<file path="src/rtl/fifo_word_packer.sv">
// fifo_word_packer
//   Write side of the Toeplitz input FIFO. Collects a serial key bitstream
//   (valid/ready) into WORD_W-bit words. Each word goes through a one-word
//   hold buffer into the FIFO, and the FIFO's full flag applies backpressure.
//   A frame-last bit zero-pads and flushes the final partial word. A one-cycle
//   frame_done pulse follows the write of that word.
// Ports
//   clk_in        : single clock, rising edge
//   rst           : synchronous reset, active-high
//   bit_in        : serial data bit
//   bit_valid     : bit_in valid this cycle
//   bit_last      : with bit_valid, marks the last bit of the frame
//   bit_ready     : packer accepts bit_in this cycle
//   fifo_full     : FIFO full flag
//   fifo_wr_en    : FIFO write strobe, one word per high cycle
//   fifo_din      : FIFO write data
//   frame_done    : 1-cycle pulse after the frame's final word is written
//   words_written : words pushed since reset, wraps modulo 2^CNT_W
module fifo_word_packer #(
  parameter int unsigned WORD_W    = 32,
  parameter int unsigned CNT_W     = 16,
  parameter bit          MSB_FIRST = 1'b1
) (
  input  logic              clk_in,
  input  logic              rst,
  input  logic              bit_in,
  input  logic              bit_valid,
  input  logic              bit_last,
  output logic              bit_ready,
  input  logic              fifo_full,
  output logic              fifo_wr_en,
  output logic [WORD_W-1:0] fifo_din,
  output logic              frame_done,
  output logic [CNT_W-1:0]  words_written
);

  localparam int unsigned    CW       = $clog2(WORD_W);
  localparam logic [CW-1:0]  CNT_LAST = CW'(WORD_W - 1);

  localparam logic [0:0] FILL  = 1'b0;
  localparam logic [0:0] DRAIN = 1'b1;

  logic [WORD_W-1:0] acc_q, acc_d;
  logic [CW-1:0]     cnt_q, cnt_d;
  logic [WORD_W-1:0] hold_data_q, hold_data_d;
  logic              hold_valid_q, hold_valid_d;
  logic              hold_last_q, hold_last_d;
  logic [0:0]        state_q, state_d;
  logic [CNT_W-1:0]  words_written_q, words_written_d;
  logic              frame_done_q, frame_done_d;

  logic              would_complete;
  logic              xfer;
  logic [WORD_W-1:0] acc_next;
  logic [WORD_W-1:0] word;

  always_comb begin
    acc_d           = acc_q;
    cnt_d           = cnt_q;
    hold_data_d     = hold_data_q;
    hold_valid_d    = hold_valid_q;
    hold_last_d     = hold_last_q;
    state_d         = state_q;
    words_written_d = words_written_q;
    frame_done_d    = 1'b0;
    acc_next        = '0;
    word            = '0;

    would_complete = (cnt_q == CNT_LAST) | (bit_valid & bit_last);
    // A completing bit may only enter when the hold slot is free or is
    // being written this same cycle.
    bit_ready  = ~rst & (state_q == FILL) & ~(would_complete & hold_valid_q & fifo_full);
    fifo_wr_en = hold_valid_q & ~fifo_full & ~rst;
    xfer       = bit_valid & bit_ready;

    if (MSB_FIRST) begin
      acc_next = {acc_q[WORD_W-2:0], bit_in};
      // Left-align a partial word. The low bits are already zero.
      word     = acc_next << (CNT_LAST - cnt_q);
    end else begin
      acc_next = acc_q | ({{(WORD_W-1){1'b0}}, bit_in} << cnt_q);
      word     = acc_next;
    end

    if (fifo_wr_en) begin
      hold_valid_d    = 1'b0;
      hold_last_d     = 1'b0;
      words_written_d = words_written_q + CNT_W'(1);
      if (hold_last_q) begin
        frame_done_d = 1'b1;
        state_d      = FILL;
      end
    end

    // A load here overrides the write-clear above, so the hold slot refills without a bubble.
    if (xfer) begin
      if (would_complete) begin
        hold_data_d  = word;
        hold_valid_d = 1'b1;
        hold_last_d  = bit_last;
        acc_d        = '0;
        cnt_d        = '0;
        if (bit_last) state_d = DRAIN;
      end else begin
        acc_d = acc_next;
        cnt_d = cnt_q + CW'(1);
      end
    end
  end

  always_ff @(posedge clk_in) begin
    if (rst) begin
      acc_q           <= '0;
      cnt_q           <= '0;
      hold_data_q     <= '0;
      hold_valid_q    <= 1'b0;
      hold_last_q     <= 1'b0;
      state_q         <= FILL;
      words_written_q <= '0;
      frame_done_q    <= 1'b0;
    end else begin
      acc_q           <= acc_d;
      cnt_q           <= cnt_d;
      hold_data_q     <= hold_data_d;
      hold_valid_q    <= hold_valid_d;
      hold_last_q     <= hold_last_d;
      state_q         <= state_d;
      words_written_q <= words_written_d;
      frame_done_q    <= frame_done_d;
    end
  end

  assign fifo_din      = hold_data_q;
  assign frame_done    = frame_done_q;
  assign words_written = words_written_q;

endmodule

</file>
<file path="config.mk">
export PLATFORM = sky130hd
export DESIGN_NAME = fifo_word_packer
export DESIGN_NICKNAME = d
export VERILOG_FILES = /design/src/rtl/fifo_word_packer.sv
export SDC_FILE = /design/constraint.sdc
export NUM_CORES = 1
export LEC_CHECK = 0
export CAP_MARGIN = 20
export CORE_AREA = 2 2 143 75
export DETAILED_ROUTE_END_ITERATION = 16
export DIE_AREA = 0 0 145 77
export HOLD_SLACK_MARGIN = 0.06
export PLACE_DENSITY = 0.79
export SYNTH_ARGS = -nofsm -noshare
export SYNTH_HDL_FRONTEND = slang
export SYNTH_SLANG_ARGS = --single-unit
</file>
<file path="constraint.sdc">
create_clock -name clk_in -period 8.6 [get_ports clk_in]
set_clock_uncertainty 0.15 [all_clocks]
set_input_delay 2.58 -clock clk_in [delete_from_list [all_inputs] [get_ports clk_in]]
set_output_delay 2.58 -clock clk_in [all_outputs]
set_load 0.02 [all_outputs]
</file>
==> impl_metrics.csv <==
group,metric,value,unit
status,status,"completed",
clock_network,path_clk_slew,0.06,ns
floorplan,ioPinCount,57,
worst_setup_path,timing.rr.start,"cnt_q[0]",
clock_network,postCtsSetupBuffers,0,
drt,vias,4297,
worst_setup_path,reg2reg_depth,8,
synthesis,ys.flop_type,"dfxtp_1",
worst_setup_path,cp_top_family,"buffers and inverters",
synthesis,synth_xor_area_frac,0.0234,
global_route,grt_use_total,0.248,
final_layout,post-route-util,0.587,
clock_network,cts_root_buf,"clkbuf_16",
final_layout,syn_to_final_growth,19.5,%
floorplan,die_height,77,um
global_route,grt_max_degree,44,
synthesis,synthesis.area,4870,um^2
worst_setup_path,crit_required,5.87,ns
clock_network,insertion_delay,0.34,ns
drt,drc_errors,0,
timing,maxSlewViolCount,0,
hold_path,worstHoldStart,"fifo_din[14]",
worst_setup_path,critPathLaunchType,"primary input",
placed_design,dp_hpwl,9690,um
synthesis,muxShareOfSynthArea,0.233,
worst_setup_path,worstPathArrival,4.33,ns
timing,timing.hold.ws,0.303,ns
global_route,busiest_layer,"met1",
floorplan,core_area,9920,um^2
synthesis,ys_ff_latch,88,
timing,tightest_slew,0.826,ns
job,max_cap_violations,0,
synthesis,synth_compound_area_frac,0.159,
drt,avgRoutedWirePerCell,18.9,um
clock_network,cts_buffers,9,
hold_path,hold_depth,2,
worst_setup_path,crit_type,"primary input to output port",
timing,relSlewSlack,0.450,
worst_setup_path,worst-path-buf-inv,2,
worst_setup_path,cp_max_fo,7,
global_route,grt_use_met2,0.333,
synthesis,avgSynthCellArea,9.35,um^2
floorplan,placementRows,26,
synthesis,synth_fa_ha_area_frac,0.00770,
synthesis,synthCells,521,
final_layout,drive_gt1_frac,0.120,
global_route,grt-ovfl-total,0,
worst_setup_path,endpoint_kind,"output port",
synthesis,synth_top_family_by_area,"multiplexers",
timing,max_freq,0.142,GHz
clock_network,post_cts_resized,0,
floorplan,initial_core_util,0.491,
final_layout,num_antenna_cells,0,
timing,finalCriticalPeriod,7.06,ns
final_layout,design_area,5820,um^2
global_route,antenna_found_initial,0,
timing,setup_viol,0,
global_route,grt_util_met1,0.378,
hold_path,hp-class,"register to register",
synthesis,yosys_warnings,0,
drt,dr.first_iter.drc_count,604,
drt,avgViaCountPerCell,6.09,
timing,fin_crit_sh,0.821,
floorplan,dieArea,11200,um^2
worst_setup_path,cp_cell_sequence,"clkdlybuf4s50_1 > a21o_1 > a21boi_0 > clkdlybuf4s50_1",
final_layout,n_fill_cell,833,
synthesis,synth-edff-count,0,
floorplan,die_x,145,um
global_route,grt_pass1_vias,3953,
power_and_ir_drop,vdd_drop_max,0.000102,V
synthesis,synth_cell_types,55,
clock_network,clockBufferDepth,2,
worst_setup_path,crit_cells,4,
drt,routed_wl,13400,um
worst_setup_path,cpMostUsedCell,"clkdlybuf4s50_1",
synthesis,synth_area_leaders,"dfxtp_1, mux4_2, nand2_1",
timing,hold_viol_final,0,
drt,drt_first_pass_iters,5,
timing,setup_tns,0,ns
synthesis,ys_seq_area_frac,0.361,
placed_design,post-place-ws,1.56,ns
global_route,met3_usage,0.0851,
synthesis,yosys.area.top_type,"dfxtp_1",
clock_network,cts.hold.buffers_added,0,
timing,rsz0062_at_grt,"false",
worst_setup_path,cpMaxStageDelayCell,"clkdlybuf4s50_1",
global_route,grt_pass1_wl,21700,um
timing,setup_ws,1.54,ns
clock_network,htreeDepth,3,
synthesis,async_flop_share,0,
synthesis,synth_nets,530,
final_layout,nets,570,
power_and_ir_drop,p_leak,1.88,nW
clock_network,cts_tree,"built",
placed_design,place_area,5470,um^2
power_and_ir_drop,power_density,156,nW/um^2
placed_design,placement.io_buffers,56,
worst_setup_path,crit_path_max_incr_delay,0.68,ns
synthesis,yosys.area_share.simple,0.167,
worst_setup_path,critPathLaunch,"bit_valid",
clock_network,cts_sinks,88,
drt,postRouteAntennaNets,0,
synthesis,synth.top_cell.area_share,0.361,
placed_design,gp_congestion,1.01,
path summary, 6_finish.rpt:
kind	slack [ns]	to
worst max-delay path	1.54	bit_ready
worst min-delay path	0.30	fifo_din[14]
worst max register to register	5.18	fifo_din[24]
worst min register to register	0.30	fifo_din[14]
layer usage:
metal | wire [um] | share of wire
met1 | 6510 | 0.49
met2 | 5330 | 0.40
met3 | 1390 | 0.10
met4 | 127 | 0.0095
met5 | 0 | 0
stage by stage:
step	total power (W)	std cells
after detailed placement	0.000495	689
after global placement	0.000492	689
final	0.000911	706
after global routing	0.000940	706
after floorplan	0.000475	521
after CTS	0.000915	705
where the power goes:
part	switching [W]	leakage, nW	internal (W)	total [W]
sequential	0.00000355	0.711	0.000412	0.000416
combinational	0.0000453	1.01	0.0000271	0.0000724
clock	0.000160	0.159	0.000263	0.000423
cell usage after synthesis (3+ instances only):
cell and instances:
a211oi_1 3, a21oi_1 52, a22o_1 5, a22oi_1 8, and3_1 3, buf_2 10
buf_6 4, clkbuf_1 17, dfxtp_1 88, ha_1 3, inv_1 8, mux2_2 9
mux2i_1 24, mux4_1 9, mux4_2 24, nand2_1 96, nand3_1 10, nand4_1 7
nor2_1 39, nor2b_1 8, nor3_1 8, nor4_1 4, o211ai_1 6, o21ai_0 22
o22ai_1 3, or3_1 4, xnor2_1 7, xor2_1 6
sequential cells by signal (all words and copies together), names as in the netlist:
signal,count
cnt_q,5
hold_last_q,1
frame_done,1
acc_q,31
words_written,16
state_q,1
hold_valid_q,1
fifo_din,32
worst reg2reg max path, cell delays in order (launching register included):
cell and delay, ns:
dfxtp_2 0.31, buf_4 0.51, ha_1 0.28, and3_1 0.17, ha_1 0.18, a2bb2oi_1 0.23
and3_1 0.73, nor2_1 0.37, a211o_1 0.37
cells in the final DEF (no fill, tap or decap), drive strengths merged, types with 3 or more instances in the layout:
master,count
or3,4
a211oi,3
clkbuf,10
a2111oi,3
ha,3
nor2,39
a21oi,52
a22o,5
xnor2,7
nor4,4
xor2,6
mux2i,24
o21ai,23
nand4,7
a22oi,9
nand3,10
nand2,96
mux4,33
dfxtp,88
o22ai,3
nor2b,8
inv,9
mux2,10
buf,9
o211ai,6
and3,3
clkdlybuf4s50,56
nor3,8
cell type report:
| class | count | area (um^2) | share of cell area |
|---|---|---|---|
| Clock buffer | 10 | 239 | 0.0410 |
| Clock inverter | 6 | 90.1 | 0.0155 |
| Inverter | 8 | 30.0 | 0.00516 |
| Multi-Input combinational cell | 389 | 2880 | 0.494 |
| Sequential cell | 88 | 1760 | 0.303 |
| Tap cell | 140 | 175 | 0.0301 |
| Timing Repair Buffer | 65 | 648 | 0.111 |
cell families (layout without fill, tap and decap cells):
family | Yosys count | in the layout
AOI/OAI and AO/OA | 120 | 120
xor gates and xnor gates | 13 | 13
adders and majority gates | 3 | 3
buffers and inverters | 44 | 89
DFF | 88 | 88
muxes | 67 | 67
and+or+nand+nor | 186 | 186
Note: power is estimated with default switching activity, not from simulation.
==> edit, RTL diff (config.mk and constraints unchanged) <==
Change the parameter `WORD_W` from 32 to 16.
--- a/src/rtl/fifo_word_packer.sv
+++ b/src/rtl/fifo_word_packer.sv
@@ -18,5 +18,5 @@
 //   words_written : words pushed since reset, wraps modulo 2^CNT_W
 module fifo_word_packer #(
-  parameter int unsigned WORD_W    = 32,
+  parameter int unsigned WORD_W    = 16,
   parameter int unsigned CNT_W     = 16,
   parameter bit          MSB_FIRST = 1'b1
Ports: changed (resized fifo_din); port bits go from 57 to 41. The function was not compared with the original's and may differ.
==> edit against the unedited design <==
- critical path depth is the same
- largest power group is now registers
- maximum frequency shrank 2.2%
- sequential cell count down 33
- hold slack improved by 7.4 ps
- area after synthesis down 42%
- final area down 39%
- total power shrank 43%
- worst setup slack got worse by 160 ps
- first-iteration DRC count decreased by 55%
- combinational power is 44% lower
- critical endpoint unchanged
- routed wire length is 45% lower
==> edit: results (changes against the unedited design) <==
Worst-Skew Late Latency 300 ps (-40 ps); post-synth cell types 49 (-11%); global placer's final weighted congestion 0.8545 (-15%); Iter 0 DRT Violations 271 (-55%); Port Buf Inserts 40 (-29%); pin count of the biggest net entering global routing 27 (-39%); dpl cell area 3337 sq um (-39%); Reg2Reg Setup Slack 5470 ps (+290 ps); VDD IR-drop max 0.07297 mV (-28%); Final HPWL DP 5414 um (-44%); worst r2r path cells 5 (-3); Worst EP arrival 4490 ps (+160 ps); met1 Usage GRT 18.65% (-19 points); GRT met3 Usage 4.048% (-4.5 points); first-pass GRT wire length 11810 um (-46%); Worst Max-Slew Pin Slew 1035 ps (+209.7 ps); status finished, final reports clean; synth top area cells dfxtp_1 (39%), mux2i_1 (11%), mux4_2 (9.5%), nor2_1 (4.1%), mux2_2 (2.4%); Worst Path Max Fanout 6 (-1); Slowest-stage cell, CP clkdlybuf4s50_1; Syn Nets 303 (-43%); total number of vias 2418 (-44%); CTS Buf Count 5 (-4); multi-input logic area 1604 sq um (-44%); most crowded layer after global routing met2; GRT Util Overall 13.32% (-11 points); Pleak 1.209 nW (-36%); met2 Resource Use GR 18.95% (-14 points); H-tree levels 2 (-1); Synth top cells by count dfxtp_1 (55), nor2_1 (31), mux2i_1 (30); vias in the first global route 2241 (-43%); Nets 332 (-42%); sequential area share after synthesis 38.82% (+2.7 points); fillcell total 998 (+20%); Worst setup startpoint bit_last; Worst R2R End fifo_din[9]$_SDFFE_PP0P_; share of cells above drive strength 1 11.08% (-0.94 points); clk root buf clkbuf_16; worst r2r src cnt_q[1]$_SDFFE_PP0P_; WL/cell 15.83 um (-16%); final count of negative-setup-slack endpoints 0 (unchanged)
[edit: report_power, final]
| part | internal [W] | switching, W | total [W] |
|---|---|---|---|
| sequential | 0.000257 | 0.00000427 | 0.000261 |
| combinational | 0.0000182 | 0.0000220 | 0.0000402 |
| clock | 0.000124 | 0.0000904 | 0.000215 |
[edit: layout make-up]
| cell class | instances | area share, % |
|---|---|---|
| inverter | 11 | 1.168 |
| timing repair buffer | 44 | 12.95 |
| multi-input combinational | 207 | 45.36 |
| sequential | 55 | 31.14 |
| clock buffer | 8 | 4.423 |
| tap | 140 | 4.954 |
[edit: critical path, delay by kind of cell]
family / cells / cell delay [ps]
AO/OA/AOI/OAI: 2 / 700
buffers and inverters: 2 / 1200
[edit: per-layer routing]
layer / share of wire, % / up-vias
met3: 7.1 / 10
met1: 49 / 1186
met2: 42 / 70
met5: 0 / -
li1: - / 1152
met4: 1.5 / 0
[edit: stage by stage]
step / setup WS (ps) / hold slack, ps / std cells
3_3_place_gp: 1419 / 297.3 / 455
2_1_floorplan: 2373 / 287.6 / 295
4_1_cts: 1376 / 314.8 / 463
6_report: 1380 / 310.5 / 465
3_5_place_dp: 1378 / 305.2 / 455
5_1_grt: 1288 / 320.5 / 465
[edit: how the worst min path moves through the flow]
stage	from	endpoint	slack (ps)	cells after the start
after floorplan	hold_last_q$_SDFF_PP0_	state_q$_SDFF_PP0_	290	1
after global placement	fifo_din[0]$_SDFFE_PP0P_	fifo_din[0]$_SDFFE_PP0P_	300	2
after detailed placement	fifo_din[0]$_SDFFE_PP0P_	fifo_din[0]$_SDFFE_PP0P_	310	2
after CTS	fifo_din[0]$_SDFFE_PP0P_	fifo_din[0]$_SDFFE_PP0P_	310	2
after global routing	fifo_din[0]$_SDFFE_PP0P_	fifo_din[0]$_SDFFE_PP0P_	320	2
final	fifo_din[0]$_SDFFE_PP0P_	fifo_din[0]$_SDFFE_PP0P_	310	2
[edit: kinds of logic (layout without fill, tap and decap cells)]
| logic type | count (synthesis) | count (layout) | share of synthesized area [%] |
|---|---|---|---|
| muxes | 48 | 48 | 22.50 |
| and+or+nand+nor | 97 | 97 | 17.82 |
| adders and majority gates | 2 | 2 | 0.8821 |
| DFF | 55 | 55 | 38.82 |
| buffers and inverters | 33 | 63 | 4.764 |
| xor gates and xnor gates | 10 | 10 | 3.088 |
| AOI/OAI and AO/OA | 50 | 50 | 12.13 |
